===== src/rtl/cv32e40p_pkg.sv =====
// Shared types for the CV32E40P front-end slice.
// Latency: none (types only).
// Backpressure: not applicable.
package cv32e40p_pkg;

  // One fetched instruction as handed from IF to ID.
  typedef struct packed {
    logic [31:0] instr;
    logic [31:0] pc;
    logic        compressed;
    logic        illegal_c;
    logic        fetch_failed;
  } if_id_entry_t;

endpackage


===== src/rtl/cv32e40p_if_id_queue.sv =====
// IF-to-ID decoupling queue with optional empty-queue bypass.
// Latency: 1 cycle push-to-output; 0 cycles when PASSTHROUGH bypass applies.
// Backpressure: in_ready_o = (count_o < DEPTH), never combinational on out_ready_i.
module cv32e40p_if_id_queue
  import cv32e40p_pkg::*;
#(
  parameter int unsigned DEPTH       = 2,
  parameter bit          PASSTHROUGH = 1'b0
) (
  input  logic                         clk,
  input  logic                         rst_n,
  input  logic                         flush_i,
  input  logic                         in_valid_i,
  output logic                         in_ready_o,
  input  logic [31:0]                  in_instr_i,
  input  logic [31:0]                  in_pc_i,
  input  logic                         in_compressed_i,
  input  logic                         in_illegal_c_i,
  input  logic                         in_fetch_failed_i,
  input  logic                         halt_i,
  output logic                         out_valid_o,
  input  logic                         out_ready_i,
  output logic [31:0]                  out_instr_o,
  output logic [31:0]                  out_pc_o,
  output logic                         out_compressed_o,
  output logic                         out_illegal_c_o,
  output logic                         out_fetch_failed_o,
  output logic [$clog2(DEPTH+1)-1:0]   count_o,
  output logic                         busy_o
);

  localparam int unsigned CW = $clog2(DEPTH + 1);
  localparam int unsigned PW = (DEPTH > 1) ? $clog2(DEPTH) : 1;

  logic [CW-1:0]  count_q;
  logic [PW-1:0]  rptr_q;
  logic [PW-1:0]  wptr_q;
  logic [DEPTH-1:0] written_q;
  if_id_entry_t   mem_q [DEPTH];

  if_id_entry_t   in_entry;
  if_id_entry_t   head;
  if_id_entry_t   out_entry;
  logic           bypass;
  logic           push;
  logic           pop;

  // Mod-DEPTH pointer increment; works for non-power-of-two depths.
  function automatic logic [PW-1:0] ptr_inc(input logic [PW-1:0] p);
    return (p == PW'(DEPTH - 1)) ? '0 : p + 1'b1;
  endfunction

  assign in_entry = '{instr:        in_instr_i,
                      pc:           in_pc_i,
                      compressed:   in_compressed_i,
                      illegal_c:    in_illegal_c_i,
                      fetch_failed: in_fetch_failed_i};

  // Head slot; a slot never written since reset reads as zero, so payload
  // storage itself needs no reset and stale pre-reset data never leaks out.
  always_comb begin
    head = '0;
    if (written_q[rptr_q]) head = mem_q[rptr_q];
  end

  // Bypass only when empty and ID may see the entry this cycle; rst_n gates it
  // so the outputs sit at zero for the whole reset assertion.
  assign bypass = PASSTHROUGH && rst_n && (count_q == '0) && in_valid_i &&
                  !halt_i && !flush_i;

  assign in_ready_o  = (count_q < CW'(DEPTH));
  assign out_valid_o = ((count_q != '0) && !halt_i && !flush_i) || bypass;
  assign count_o     = count_q;
  assign busy_o      = (count_q != '0);

  // A bypassed entry consumed by ID in the same cycle is not stored.
  assign push = in_valid_i && in_ready_o && !flush_i && !(bypass && out_ready_i);
  assign pop  = out_valid_o && out_ready_i && !bypass;

  // Output mux between the live input (bypass) and the stored head.
  always_comb begin
    out_entry = head;
    if (bypass) out_entry = in_entry;
  end

  assign out_instr_o        = out_entry.instr;
  assign out_pc_o           = out_entry.pc;
  assign out_compressed_o   = out_entry.compressed;
  assign out_illegal_c_o    = out_entry.illegal_c;
  assign out_fetch_failed_o = out_entry.fetch_failed;

  // Occupancy, pointers and written-slot flags; flush wins over push/pop.
  always_ff @(posedge clk or negedge rst_n) begin
    if (!rst_n) begin
      count_q   <= '0;
      rptr_q    <= '0;
      wptr_q    <= '0;
      written_q <= '0;
    end else if (flush_i) begin
      count_q <= '0;
      rptr_q  <= '0;
      wptr_q  <= '0;
    end else begin
      if (push) begin
        wptr_q            <= ptr_inc(wptr_q);
        written_q[wptr_q] <= 1'b1;
      end
      if (pop) begin
        rptr_q <= ptr_inc(rptr_q);
      end
      case ({push, pop})
        2'b10:   count_q <= count_q + 1'b1;
        2'b01:   count_q <= count_q - 1'b1;
        default: count_q <= count_q;
      endcase
    end
  end

  // Payload storage, written at the tail on every accepted push.
  always_ff @(posedge clk) begin
    if (push) mem_q[wptr_q] <= in_entry;
  end

endmodule


===== config.mk =====
export PLATFORM = sky130hd
export DESIGN_NAME = cv32e40p_if_id_queue
export DESIGN_NICKNAME = d
export VERILOG_FILES = /design/src/rtl/cv32e40p_pkg.sv /design/src/rtl/cv32e40p_if_id_queue.sv
export SDC_FILE = /design/constraint.sdc
export NUM_CORES = 1
export LEC_CHECK = 0
export CAP_MARGIN = 25
export CORE_MARGIN = 3
export CORE_UTILIZATION = 43
export DETAILED_ROUTE_END_ITERATION = 7
export GPL_ROUTABILITY_DRIVEN = 0
export PLACE_DENSITY = 0.75
export SLEW_MARGIN = 10
export SYNTH_ARGS = -nofsm -noshare
export SYNTH_HDL_FRONTEND = slang
export SYNTH_SLANG_ARGS = --single-unit

===== constraint.sdc =====
create_clock -name clk -period 5.9 [get_ports clk]
set_input_delay 0.885 -clock clk [delete_from_list [all_inputs] [get_ports clk]]
set_output_delay 0.885 -clock clk [all_outputs]
set_load 0.1 [all_outputs]

==> results_dict.tcl <==
set metrics [dict create \
    finalSetupViolations 0 \
    p_clk_frac 0.372 \
    multiInputGateArea_mm2 0.00101 \
    yosys.cell_types.count 25 \
    cp_top_family "buffers and inverters" \
    cts_inserted_buffers 17 \
    worst_path_largest_cell_delay_ns 1.17 \
    timing.slew.headroom 0.331 \
    total_switching_power_uw 893 \
    die_x_um 117 \
    tritoncts "built" \
    remaining_drc_errors 0 \
    worst_setup_path_end_kind "output port" \
    synth-seq-area-share 0.784 \
    vias 3474 \
    number_of_failing_hold_endpoints_at_the_final_stage 0 \
    peakVddDrop_uv 200 \
    cts.hold.buffers_added 0 \
    cp_num_buf_inv 2 \
    sequential_cell_area_mm2 0.00418 \
    power_report.internal_total_mw 1.96 \
    hold_path.startpoint "count_o[0]$_DFFE_PN0P_" \
    cellPowerDensity_mw_per_mm2 381 \
    global_route.overflow_total 0 \
    gr-usage-all-layers 0.166 \
    worstPathArrival_ns 3.25 \
    worstMarginPinSlew_ns 1.00 \
    setup_total_negative_slack_ns 0 \
    synth_area_per_cell_um2 14.9 \
    cts-root-buf "clkbuf_16" \
    static-leakage-power_nw 2.56 \
    antenna_found_initial 0 \
    placed_area_mm2 0.00690 \
    clkSlewWorstSetupHoldPaths_ns 0.06 \
    floorplan.rows 40 \
    max_cap_violations 0 \
    shortest_clock_period_the_worst_path_allows_after_layout_ns 4.13 \
    achievable-frequency_ghz 0.242 \
    power.sequential.fraction 0.411 \
    drt-vias-per-instance 5.12 \
    fin_total_pwr_mw 2.85 \
    initial_utilization 0.441 \
    r2r_startpoint "count_o[1]$_DFFE_PN0P_" \
    timing.critical_path.from "rptr_q$_DFFE_PN0P_" \
    core_ar_mm2 0.0121 \
    final_report_max_slew_violation_count 0 \
    count_of_clock_tree_sinks 140 \
    worst_path_max_delay_cell "clkdlybuf4s50_1" \
    number_of_global_route_vias_before_repair 3469 \
    grt_max_degree 72 \
    ys_async_sr_fraction 0.0429 \
    num_antenna_cells 0 \
    io_buffers 144 \
    synth_edf_count 134 \
    place.detailed.hpwl_um 6820 \
    timing.critical_path.cells "buf_4, nand3_1, o21ai_1, clkdlybuf4s50_1" \
    run_status "finished clean" \
    synthFlopType "edfxtp_1" \
    synthToLayoutAreaGrowth_pct 40.8 \
    p_sw_frac 0.313 \
    post_route_cells_drive_above_1_share 0.0784 \
    grt_first_pass_wirelength_um 17300 \
    yosysWarningCount 0 \
    worstSetupStartpointType "register" \
    netlist_area_mm2 0.00532 \
    die_y_um 117 \
    final_antenna_net_count 0 \
    finClkSkew_ns 0.00659 \
    post_cts.resized_instances 0 \
    ys_ff_latch 140 \
    layout.nets 570 \
    ioPinCount 145 \
    die-area_mm2 0.0138 \
    hold_path_class "reg -> reg" \
    cp_data_required_time_ns 5.02 \
    clk_latency_ns 0.39 \
    h-tree-depth 4 \
    post-cts-setup-buffer-count 0 \
    power.share.combinational 0.217 \
    post-route-period-util 0.700 \
    first_iter_violations 217 \
    postSynthNetCount 430 \
    netlist_instances 357 \
    drt-pass1-iter-count 4 \
    final_design_instance_area_without_fill_mm2 0.00750 \
    wl_per_cell_um 16.9 \
    route.final.wire_length_um 11500 \
    path_max_fanout 71 \
    n_fill_cell 937 \
    cts-root-to-sink-buffers 2 \
    grt_setup_unrepaired "no" \
    worst-setup-path-type "reg -> out" \
]
-- area by class of cell --
type,count,share of cell area
Sequential cell,140,0.558
Timing Repair Buffer,150,0.198
Multi-Input combinational cell,186,0.135
Clock buffer,18,0.0573
Tap cell,168,0.0280
Clock inverter,14,0.0227
Inverter,2,0.00100
-- worst paths after layout --
| path | to | slack, ns | cells after the start |
|---|---|---|---|
| setup / recovery | out_instr_o[27] | 1.77 | 4 |
| hold / removal | count_o[1]$_DFFE_PN0P_ | 0.64 | 2 |
| hold reg to reg | count_o[1]$_DFFE_PN0P_ | 0.64 | 2 |
| min in group asynchronous | count_o[1]$_DFFE_PN0P_ | 0.75 | 1 |
| setup reg to reg | mem_q[1][46]$_DFFE_PP_ | 3.82 | 3 |
| max in group asynchronous | rptr_q$_DFFE_PN0P_ | 4.89 | 1 |
-- stage by stage --
| step | setup WS, ns | hold WS [ns] | utilization | cells |
|---|---|---|---|---|
| 2_1_floorplan | 1.63 | 0.541 | - | 357 |
| 3_3_place_gp | 1.91 | 0.604 | 0.571 | 645 |
| 3_5_place_dp | 2.12 | 0.629 | 0.572 | 646 |
| 4_1_cts | 1.71 | 0.633 | 0.621 | 678 |
| 5_1_grt | 1.52 | 0.680 | 0.621 | 678 |
| 6_report | 1.77 | 0.640 | 0.621 | 678 |
-- placed cells by master (no fill, tap or decap), types with 2 or more instances in the layout --
master / instances
clkdlybuf4s50_1: 144
edfxtp_1: 134
nand3_1: 49
nand2_1: 48
o21ai_1: 48
a32o_1: 19
clkbuf_16: 17
buf_4: 6
clkinvlp_4: 5
nor2b_1: 3
nor2_1: 3
nand2b_1: 3
bufinv_16: 3
dfrtp_1: 3
inv_1: 2
or2_1: 2
a21oi_1: 2
clkinv_1: 2
clkinv_4: 2
inv_6: 2
dfrtp_2: 2
-- cells by family after synthesis --
kind of cell / share of synthesized area
buf+inv: 0.0291
compound gates: 0.0884
flops: 0.784
xor+xnor: 0.00165
simple gates: 0.0968
-- synthesized netlist by cell type (all sizes together) (2+ instances only) --
cell,n,area (um^2)
nor2b,3,18.8
clkbuf,12,45.0
nand3,49,245
buf,17,103
nand2,48,180
o21ai,49,245
nor3,2,10.0
edfxtp,134,4020
or2,2,12.5
nor2,3,11.3
nand2b,3,18.8
a21oi,2,10.0
a32o,19,190
dfrtp,6,150
inv,2,7.51
-- power groups by stage --
stage	sequential, mW	combinational (mW)	clock (mW)
3_5_place_dp	1.19	0.621	0
2_1_floorplan	1.18	0.440	0
3_3_place_gp	1.19	0.616	0
6_report	1.17	0.619	1.06
5_1_grt	1.18	0.642	1.13
4_1_cts	1.17	0.623	1.08
-- routing by layer --
| metal | global-route usage | wire length, um |
|---|---|---|
| met1 | 0.210 | 4900 |
| met2 | 0.283 | 5820 |
| met3 | 0.0473 | 683 |
| met4 | 0.0459 | 66 |
| met5 | 0 | 0 |
-- sequential cells by signal, summed over array words and instances (netlist names) --
name and cells:
mem_q 134, count_o 2, rptr_q 1, wptr_q 1, written_q 2
-- worst min-delay path, stage by stage (launching register included) --
cell and delay [ns]:
dfrtp_1 0.43, nand2b_1 0.10, o32ai_1 0.07
No activity file was read; power rests on OpenSTA's default activity.
